--- src/rtl/ariane_pkg.sv ---
// ariane_pkg: minimal fetch entry types shared by the frontend and decode stage.
package ariane_pkg;

    typedef struct packed {
        logic       valid;
        logic [3:0] cause;
    } exception_t;

    typedef struct packed {
        logic [31:0] address;
        logic [31:0] instruction;
        exception_t  ex;
    } fetch_entry_t;

endpackage

--- src/rtl/fetch_entry_queue.sv ---
// fetch_entry_queue: FIFO of fetch entries between frontend and decode, blocks enqueue after an exception entry.
module fetch_entry_queue #(
    parameter int unsigned DEPTH = 4
) (
    input  logic                       clk_i,
    input  logic                       rst_i,
    input  logic                       flush_i,
    input  ariane_pkg::fetch_entry_t   fetch_entry_i,
    input  logic                       fetch_entry_valid_i,
    output logic                       fetch_entry_ready_o,
    output ariane_pkg::fetch_entry_t   fetch_entry_o,
    output logic                       fetch_entry_valid_o,
    input  logic                       fetch_entry_ready_i,
    output logic [$clog2(DEPTH):0]     usage_o,
    output logic                       ex_blocked_o
);

    localparam int unsigned AW = $clog2(DEPTH);
    localparam logic [AW:0] FULL = (AW + 1)'(DEPTH);

    ariane_pkg::fetch_entry_t mem [DEPTH];
    logic [AW-1:0] rd_ptr, wr_ptr;
    logic [AW:0]   count;
    logic          blocked, push, pop;

    assign fetch_entry_ready_o = (count < FULL) && !blocked && !flush_i;
    assign fetch_entry_valid_o = (count != '0) && !flush_i;
    assign fetch_entry_o       = mem[rd_ptr];
    assign usage_o             = count;
    assign ex_blocked_o        = blocked;
    assign push                = fetch_entry_valid_i && fetch_entry_ready_o;
    assign pop                 = fetch_entry_valid_o && fetch_entry_ready_i;

    always_ff @(posedge clk_i) begin
        if (push)
            mem[wr_ptr] <= fetch_entry_i;
    end

    // Flush shares reset's effect on all control state; storage is left as-is.
    always_ff @(posedge clk_i) begin
        if (rst_i || flush_i) begin
            rd_ptr  <= '0;
            wr_ptr  <= '0;
            count   <= '0;
            blocked <= 1'b0;
        end else begin
            if (push)
                wr_ptr <= wr_ptr + AW'(1);
            if (pop)
                rd_ptr <= rd_ptr + AW'(1);
            count   <= count + {{AW{1'b0}}, push} - {{AW{1'b0}}, pop};
            blocked <= blocked || (push && fetch_entry_i.ex.valid);
        end
    end

    a_no_push_full: assert property (@(posedge clk_i) disable iff (rst_i) !(push && count == FULL));
    a_no_pop_empty: assert property (@(posedge clk_i) disable iff (rst_i) !(pop && count == '0));
    a_usage_range:  assert property (@(posedge clk_i) disable iff (rst_i) usage_o <= FULL);

endmodule

--- config.mk ---
export PLATFORM = sky130hd
export DESIGN_NAME = fetch_entry_queue
export DESIGN_NICKNAME = d
export VERILOG_FILES = /design/src/rtl/ariane_pkg.sv /design/src/rtl/fetch_entry_queue.sv
export SDC_FILE = /design/constraint.sdc
export NUM_CORES = 1
export LEC_CHECK = 0
export BUFFER_PORTS_ARGS = -buffer_cell sky130_fd_sc_hd__buf_2
export CORE_MARGIN = 3
export CORE_UTILIZATION = 30
export DETAILED_ROUTE_END_ITERATION = 12
export PLACE_DENSITY_LB_ADDON = 0.3
export SLEW_MARGIN = 40
export SYNTH_ARGS = -nofsm -noshare
export SYNTH_HDL_FRONTEND = slang
export SYNTH_SLANG_ARGS = --single-unit
--- constraint.sdc ---
create_clock -name clk_i -period 9 [get_ports clk_i]
set_input_delay 0.45 -clock clk_i [delete_from_list [all_inputs] [get_ports clk_i]]
set_output_delay 0.45 -clock clk_i [all_outputs]
set_load 0.05 [all_outputs]
==> results of run 1 <==
==> sequential cells by signal (all words and copies together) (netlist names), named ones only <==
name          count
usage_o           3
mem             276
ex_blocked_o      1
rd_ptr            2
wr_ptr            2
==> worst register-to-register path, cell delays in order (launching register included) <==
cell     delay, ns
dfxtp_1       0.39
nor4b_4       0.61
and2_4        0.63
buf_4         0.60
==> how the worst max path moves through the flow <==
stage                           from                 to  slack (ns)  cells past startpoint
after detailed placement     flush_i         mem[0][58]        6.14                      4
after global routing       flip-flop  fetch_entry_o[42]        5.53                      3
after floorplan           usage_o[2]          mem[0][0]        5.77                      3
after global placement     flip-flop  fetch_entry_o[27]        5.98                      3
after CTS                  flip-flop  fetch_entry_o[42]        5.64                      3
final                      flip-flop  fetch_entry_o[22]        5.79                      3
==> power by group <==
group	leakage, nW	switching (mW)	internal [mW]
registers	2.59	0.00598	1.48
clock network	0.413	0.452	0.619
logic	1.14	0.109	0.0442
total	4.15	0.567	2.15
==> per-stage QoR <==
stage / instances / area, sq um / hold WS (ns) / worst slack, ns / utilization
detailed placement: 1004 / 11900 / 0.506 / 6.14 / 0.348
finish: 1053 / 12700 / 0.128 / 5.79 / 0.373
floorplan: 417 / 10500 / 0.485 / 5.77 / -
global route: 1053 / 12700 / 0.102 / 5.53 / 0.373
CTS: 1053 / 12700 / 0.0881 / 5.64 / 0.373
global placement: 996 / 11700 / 0.507 / 5.98 / 0.343
==> layer usage <==
metal / up-vias / wire (microns) / part of all wire
met4: 4 / 522 / 0.026
li1: 2107 / - / -
met1: 2521 / 8420 / 0.41
met2: 109 / 10500 / 0.51
met5: - / 27 / 0.0013
met3: 38 / 963 / 0.047
==> cell usage after synthesis, types with 2 or more instances <==
cell,instances,area (sq um)
nor3_1,2,10.0
a21oi_1,3,15.0
xnor2_1,3,26.3
and2_1,5,31.3
buf_2,2,10.0
ha_1,6,75.1
mux4_2,69,1550
inv_1,6,22.5
buf_12,2,40.0
buf_6,3,33.8
o31ai_1,2,15.0
nor2_1,7,26.3
buf_4,6,45.0
dfxtp_1,10,200
edfxtp_1,276,8290
clkbuf_1,6,22.5
==> area by class of cell <==
class / instances / area, sq um / area share
flip-flops and latches: 286 / 8500 / 0.669
multi-input cells: 106 / 1850 / 0.146
inverters: 6 / 22.5 / 0.00177
repair buffers: 158 / 920 / 0.0724
clock inverters: 11 / 52.6 / 0.00414
well taps: 448 / 561 / 0.0441
clock buffers: 38 / 802 / 0.0631
==> kinds of logic after synthesis <==
group           Yosys count  synth area share
compound gates            7           0.00417
xor+xnor                  4           0.00334
fa+ha+maj                 7           0.00905
buf+inv                  25            0.0166
flops                   286             0.808
mux                      69             0.148
simple gates             19            0.0111
==> run_results.csv, run 1 <==
group,metric,value,unit
synthesis,ys_seq_elements,286,
drt,via_per_inst,4.54,
run_status,outcome,"finished, final reports clean",
timing,rsz0062_at_grt,"false",
drt,num_vias,4779,
drt,drc_errors,0,
synthesis,synthCells,417,
synthesis,avgSynthCellArea,25.2,sq um
critical_path,r2r_start,"usage_o[2]",
critical_path,critPathKind,"reg -> out",
drt,first_iter_violations,217,
floorplan,die_h,193,microns
floorplan,rows,67,
place,io_buffers,148,
floorplan,die_x,193,microns
synthesis,yosysWarnings,0,
critical_path,endpoint_kind,"output port",
pwr,power_density,213,nW/um^2
grt,use_met2,0.196,
clock_tree,path_clk_slew,0.06,ns
clock_tree,cts_tree,"built",
timing,fin_tns_setup,0,ns
timing,fin_crit_sh,0.357,
grt,grt_pass1_wl,31.4,mm
synthesis,syn-num-nets,498,
critical_path,cp_max_fo,43,
timing,fmax,312,MHz
grt,grt_start_max_net_pins,44,
floorplan,start_util,0.309,
drt,wirelength,20.4,mm
critical_path,worstPathRequired,8.55,ns
grt,global_route.usage.met3,0.0237,
grt,grt.met1_usage,0.135,
clock_tree,cts_hold_buf,0,
pwr,vdd.ir_drop.worst,0.000152,V
critical_path,crit_chain,"buf_6, mux4_2, buf_2",
timing,worstMarginPinSlew,0.661,ns
critical_path,arrival,2.76,ns
grt,antenna_found_initial,2,
timing,finalCriticalPeriod,3.21,ns
critical_path,startpoint_type,"flip-flop",
grt,grt_pass1_vias,5448,
timing,finalClockSkew,0.0131,ns
critical_path,reg2reg_slack,6.38,ns
synthesis,synth_edf_count,276,
clock_tree,cts_resized,0,
clock_tree,post-cts-setup-buffer-count,0,
layout,layout_common_cells,"276 x edfxtp_1, 148 x buf_2, 69 x mux4_2",
timing,hold_viol,0,
layout,drive_gt1_frac,0.446,
critical_path,critPathBufInv,2,
drt,wire_per_inst,19.4,microns
floorplan,die_area,37300,sq um
layout,fill_cells,3159,
synthesis,syn_area,10500,sq um
clock_tree,clock-sinks,286,
worst_hold_path,hold_class,"in -> reg",
timing,setup_violations,0,
synthesis,async_flop_share,0,
floorplan,io_pins,149,
layout,areaGrowthSynthToFinish,20.9,%
pwr,leakage,4.15,nW
synthesis,synth-main-ff-cell,"edfxtp_1",
pwr,finalPower,2.71,mW
worst_hold_path,hold-path-cell-count,1,
clock_tree,cts_inserted_buffers,30,
layout,final_common_cell,"edfxtp_1",
critical_path,r2r_cells,3,
clock_tree,h-tree-depth,1,
clock_tree,clockBufferDepth,3,
drt,drtAntennaViolNets,0,
clock_tree,clock_latency,0.54,ns
worst_hold_path,whs_endpoint,"mem[3][5]",
grt,gr-usage-all-layers,0.110,
critical_path,cpPeakStageDelay,0.71,ns
critical_path,crit_family,"buffers and inverters",
clock_tree,cts_root_buf,"clkbuf_16",
synthesis,ys_seq_area_frac,0.808,
floorplan,core-area,34000,sq um
grt,grt.overflow.total,0,
timing,drv_slew,0,
job,maxCapViolations,0,
layout,antenna_cells,0,
place,hpwl,13.1,mm
layout,layout.nets,669,
grt,busiest_layer,"met2",
critical_path,slowest_stage,"dfxtp_4",
timing,relSlewSlack,0.559,
place,place.gp.congestion,0.696,
drt,firstDrtPassIters,4,
worst_hold_path,min_from,"fetch_entry_i[5]",
synthesis,ys_types,25,
critical_path,r2r_end,"mem[0][53]",
Note: power is estimated with default switching activity, not from simulation.
==> run 2, diff against run 1 <==
Clock period 9 ns to 2.82 ns, I/O delays scaled along.
==> run 2 against run 1 <==
  * Via count increased by 5.6%
  * Hold slack got worse by 0.058 ns
  * Design area increased by 7.2%
  * Non-clock buffer count increased by 70
  * Core utilization increased by 2.7 points
  * Critical path type unchanged
==> run_results.csv, run 2 (same netlist as run 1, synthesis figures left out) <==
group,metric,value,unit
floorplan,die_area,37300,sq um
run_status,outcome,"finished, final reports clean",
place,place_area,11800,sq um
grt,grt_pass1_vias,5642,
pwr,finalPower,9.49,mW
layout,areaGrowthSynthToFinish,29.7,%
timing,finalCriticalPeriod,2.38,ns
floorplan,die_h,193,microns
grt,grt_pass1_wl,31.5,mm
clock_tree,clock_latency,0.54,ns
timing,setup_violations,0,
timing,fmax,420,MHz
floorplan,io_pins,149,
drt,wirelength,20.3,mm
critical_path,endpoint_kind,"output port",
layout,top_regs,"mem (276), usage_o (3)",
grt,antenna_found_initial,0,
pwr,internal-power,7.52,mW
worst_hold_path,min_from,"fetch_entry_ready_i",
drt,via_per_inst,4.46,
grt,gr-usage-all-layers,0.110,
critical_path,cp_max_fo,69,
layout,final_util,0.400,
grt,grt.overflow.total,0,
layout,regArea,8500,sq um
clock_tree,clock-sinks,286,
critical_path,r2r_cells,9,
floorplan,rows,67,
critical_path,worstPathRequired,2.68,ns
timing,fin_tns_setup,0,ns
layout,finish.instance_area,13600,sq um
timing,hold_viol,0,
clock_tree,post-cts-setup-buffer-count,0,
layout,layout.nets,740,
pwr,combPwrFrac,0.060,
layout,multi_input_area,1850,sq um
timing,finalClockSkew,0.0112,ns
critical_path,slowest_stage,"mux4_2",
drt,drc_errors,0,
drt,first_iter_violations,193,
timing,whs,0.0697,ns
clock_tree,h-tree-depth,1,
worst_hold_path,hold-path-cell-count,4,
layout,final_common_cell,"edfxtp_1",
job,maxCapViolations,0,
critical_path,crit_chain,"buf_12, mux4_2, buf_2",
place,place.gp.congestion,0.688,
critical_path,critPathKind,"reg -> out",
drt,firstDrtPassIters,4,
critical_path,reg2reg_slack,0.55,ns
drt,wire_per_inst,18.0,microns
pwr,power.clock.fraction,0.440,
critical_path,startpoint_type,"flip-flop",
critical_path,arrival,2.24,ns
pwr,power_density,697,nW/um^2
drt,num_vias,5047,
timing,relSlewSlack,0.599,
pwr,vdd.ir_drop.worst,0.000385,V
pwr,power_frac_seq,0.500,
pwr,swShare,0.207,
timing,worstMarginPinSlew,0.601,ns
clock_tree,cts_tree,"built",
floorplan,start_util,0.309,
layout,largest_register_ff_count,276,
layout,antenna_cells,0,
clock_tree,cts_resized,0,
timing,rsz0062_at_grt,"false",
layout,top_register,"mem",
clock_tree,clockBufferDepth,3,
clock_tree,cts_hold_buf,71,
clock_tree,path_clk_slew,0.06,ns
worst_hold_path,hold_class,"in -> reg",
grt,grt_start_max_net_pins,70,
clock_tree,cts_root_buf,"clkbuf_16",
layout,layout_common_cells,"276 x edfxtp_1, 148 x buf_2, 71 x dlygate4sd3_1",
timing,fin_crit_sh,0.844,
pwr,leakage,4.56,nW
layout,drive_gt1_frac,0.419,
layout,fill_cells,3102,
pwr,p_sw,1.97,mW
place,io_buffers,148,
floorplan,core-area,34000,sq um
critical_path,r2r_start,"usage_o[1]",
timing,drv_slew,0,
drt,drtAntennaViolNets,0,
place,hpwl,12.0,mm
clock_tree,cts_inserted_buffers,31,
floorplan,die_x,193,microns
critical_path,r2r_end,"usage_o[2]",
critical_path,cpPeakStageDelay,0.60,ns
==> run 2: changes by cell type in the layout (fill, tap and decap cells not counted), sizes merged <==
| cell | before | now |
|---|---|---|
| inv | 6 | 7 |
| clkinv | 10 | 12 |
| dlygate4sd3 | 0 | 71 |
| clkbuf | 38 | 39 |
| bufinv | 0 | 3 |
| clkinvlp | 1 | 2 |
| buf | 158 | 157 |
==> run 2: through the flow <==
stage               cells  worst slack (ns)
floorplan             417             0.330
global placement     1003             0.742
detailed placement   1003             0.558
CTS                  1131             0.355
global route         1131             0.274
finish               1131             0.441
==> run 2: worst max-delay path by stage <==
stage                from                 to  slack, ns  cells past startpoint
2_1_floorplan  usage_o[2]          mem[0][0]       0.33                      3
3_3_place_gp   usage_o[2]         usage_o[2]       0.74                      9
3_5_place_dp   usage_o[2]         usage_o[2]       0.56                      9
4_1_cts         flip-flop  fetch_entry_o[15]       0.36                      3
5_1_grt         flip-flop  fetch_entry_o[64]       0.27                      3
6_report        flip-flop  fetch_entry_o[11]       0.44                      3
==> run 2: area by class of cell <==
| class | count | share of cell area |
|---|---|---|
| clock buffers | 39 | 0.0677 |
| clock inverters | 18 | 0.0130 |
| inverters | 6 | 0.00165 |
| multi-input cells | 106 | 0.136 |
| flip-flops and latches | 286 | 0.624 |
| well taps | 448 | 0.0411 |
| repair buffers | 228 | 0.117 |
==> run 2: metal layers <==
metal,share of wire,track usage,vias to the layer above
li1,-,-,2253
met5,0,0,-
met4,0.014,0.0261,0
met3,0.054,0.0233,30
met1,0.42,0.141,2641
met2,0.51,0.191,123
==> run 2: worst max-delay path, delay by kind of cell (launching register included) <==
family	cells	cell delay, ns
buf+inv	2	0.68
flops	1	0.35
mux	1	0.60
==> run 2: power by group through the flow <==
stage | logic [mW] | registers [mW] | clock network (mW)
6_report | 0.570 | 4.75 | 4.18
5_1_grt | 0.610 | 4.75 | 4.52
4_1_cts | 0.581 | 4.75 | 4.31
3_5_place_dp | 0.501 | 4.84 | 0
3_3_place_gp | 0.486 | 4.83 | 0
2_1_floorplan | 0.309 | 4.84 | 0
==> run 3, diff against run 2 <==
Clock period 2.82 ns to 2.1 ns, I/O delays scaled along.
==> run 3 against run 2 <==
  * The flow now finishes with violations (negative setup slack)
  * Sequential power is 34% higher
  * Clock skew increased by 0.0061 ns
  * Die area unchanged
  * Wire length is 5.7% higher
  * Highest routed layer unchanged
  * Combinational power grew 53%
  * First-iteration DRC count up 21%
  * Count of clock-buffer cells in the layout fell by 1
  * Non-clock buffer count grew 15
==> run_results.csv, run 3 (same netlist as run 1, synthesis figures left out) <==
group,metric,value,unit
worst_hold_path,hold-path-cell-count,6,
timing,fin_tns_setup,-0.737,ns
layout,layout_common_cells,"276 x edfxtp_1, 95 x buf_2, 72 x dlygate4sd3_1",
clock_tree,clock-sinks,286,
grt,grt_start_max_net_pins,39,
critical_path,worstPathRequired,2.00,ns
layout,top_register,"mem",
layout,top_regs,"mem (276), usage_o (3)",
worst_hold_path,whs_endpoint,"wr_ptr[1]",
critical_path,cp_max_fo,9,
timing,hold_viol,0,
timing,fmax,466,MHz
run_status,violations,"negative setup slack",
layout,largest_register_ff_count,276,
critical_path,arrival,2.04,ns
grt,gr-usage-all-layers,0.112,
drt,drc_errors,0,
layout,multi_input_area,1880,sq um
timing,setup_slack,-0.0437,ns
pwr,finalPower,12.1,mW
pwr,leakage,4.70,nW
grt,grt_pass1_vias,5668,
layout,drive_gt1_frac,0.427,
critical_path,r2r_start,"usage_o[2]",
timing,worstMarginPinSlew,0.413,ns
drt,firstDrtPassIters,4,
run_status,outcome,"finished, violations left",
clock_tree,cts_inserted_buffers,29,
grt,antenna_found_initial,0,
layout,regArea,8500,sq um
layout,antenna_cells,0,
drt,num_vias,5074,
timing,fin_crit_sh,1.02,
layout,fill_cells,3032,
layout,fin_cells,1142,
grt,grt.overflow.total,0,
worst_hold_path,min_from,"fetch_entry_valid_i",
job,maxCapViolations,0,
clock_tree,clockBufferDepth,3,
clock_tree,path_clk_slew,0.06,ns
timing,drv_slew,0,
clock_tree,clock_latency,0.53,ns
drt,drtAntennaViolNets,0,
floorplan,die_h,193,microns
pwr,power_density,858,nW/um^2
timing,finalClockSkew,0.0173,ns
floorplan,core-area,34000,sq um
place,place_area,11900,sq um
floorplan,die_x,193,microns
critical_path,reg2reg_slack,0.03,ns
critical_path,startpoint_type,"flip-flop",
place,hpwl,12.3,mm
critical_path,r2r_cells,9,
grt,grt_pass1_wl,32.5,mm
floorplan,die_area,37300,sq um
clock_tree,cts_root_buf,"clkbuf_16",
place,place.gp.congestion,0.729,
timing,relSlewSlack,0.721,
timing,setup_violations,48,
clock_tree,h-tree-depth,1,
drt,wirelength,21.5,mm
worst_hold_path,hold_class,"in -> reg",
floorplan,io_pins,149,
pwr,vdd.ir_drop.worst,0.000620,V
timing,rsz0062_at_grt,"true",
critical_path,endpoint_kind,"output port",
clock_tree,cts_tree,"built",
drt,first_iter_violations,234,
layout,layout.nets,753,
layout,final_common_cell,"edfxtp_1",
drt,wire_per_inst,18.8,microns
drt,via_per_inst,4.44,
floorplan,rows,67,
layout,finish.instance_area,14100,sq um
critical_path,critPathKind,"reg -> out",
place,io_buffers,148,
layout,areaGrowthSynthToFinish,34.2,%
timing,finalCriticalPeriod,2.14,ns
floorplan,start_util,0.309,
critical_path,r2r_end,"usage_o[2]",
place,dp_cells,1008,
-- run 3: cell count changes in the layout (fill, tap and decap cells not counted), moves of 3 or more --
| cell | change |
|---|---|
| buf_4 | +3 |
| clkinvlp_4 | +3 |
| buf_2 | -53 |
| buf_16 | +3 |
| buf_6 | +53 |
| buf_12 | +4 |
| clkbuf_16 | -4 |
| clkbuf_1 | +5 |
-- run 3: where the power goes --
part / leakage, nW / switching [mW] / internal, mW
Combinational: 1.68 / 0.509 / 0.363
Clock: 0.433 / 2.01 / 2.85
Sequential: 2.59 / 0.0226 / 6.35
-- run 3: how the worst max path moves through the flow --
stage,from,to,slack (ns),cells past startpoint
2_1_floorplan,usage_o[2],usage_o[2],-0.22,10
3_3_place_gp,usage_o[0],usage_o[2],0.10,9
3_5_place_dp,usage_o[0],usage_o[2],-0.06,9
4_1_cts,flip-flop,fetch_entry_o[25],-0.12,4
5_1_grt,flip-flop,fetch_entry_o[29],-0.13,4
6_report,flip-flop,fetch_entry_o[29],-0.04,4
-- run 3: timing repair --
item                                    in CTS  in global routing
gates resized for setup                    109                  2
hold buffers                                72                  0
gates cloned                                 2                  3
hold endpoints to repair                   286                  0
endpoints found under the setup margin      69                 68
buffers inserted                             1                  3
pin swaps                                    0                  4
-- run 3: per-layer routing --
metal / global-route usage / up-vias / part of all wire
met5: 0 / - / 0
met4: 0.0264 / 0 / 0.022
met3: 0.0286 / 28 / 0.060
met2: 0.193 / 136 / 0.50
met1: 0.144 / 2633 / 0.42
li1: - / 2277 / -
-- run 3: layout make-up --
class | count | share of cell area
Sequential cell | 286 | 0.603
Timing Repair Buffer | 243 | 0.158
Clock buffer | 38 | 0.0553
Inverter | 6 | 0.00160
Tap cell | 448 | 0.0397
Multi-Input combinational cell | 106 | 0.133
Clock inverter | 15 | 0.00949
-- run 3: stage by stage --
step / hold slack [ns] / worst slack [ns] / utilization
after floorplan: 0.204 / -0.216 / -
after global placement: 0.313 / 0.104 / 0.351
after detailed placement: 0.323 / -0.0612 / 0.351
after CTS: 0.119 / -0.118 / 0.411
after global routing: 0.280 / -0.131 / 0.414
final: 0.276 / -0.0437 / 0.414
-- run 3: critical path, stage by stage, from the launching register on --
cell	delay, ns
dfxtp_4	0.39
buf_12	0.18
clkbuf_16	0.20
mux4_2	0.54
buf_6	0.18
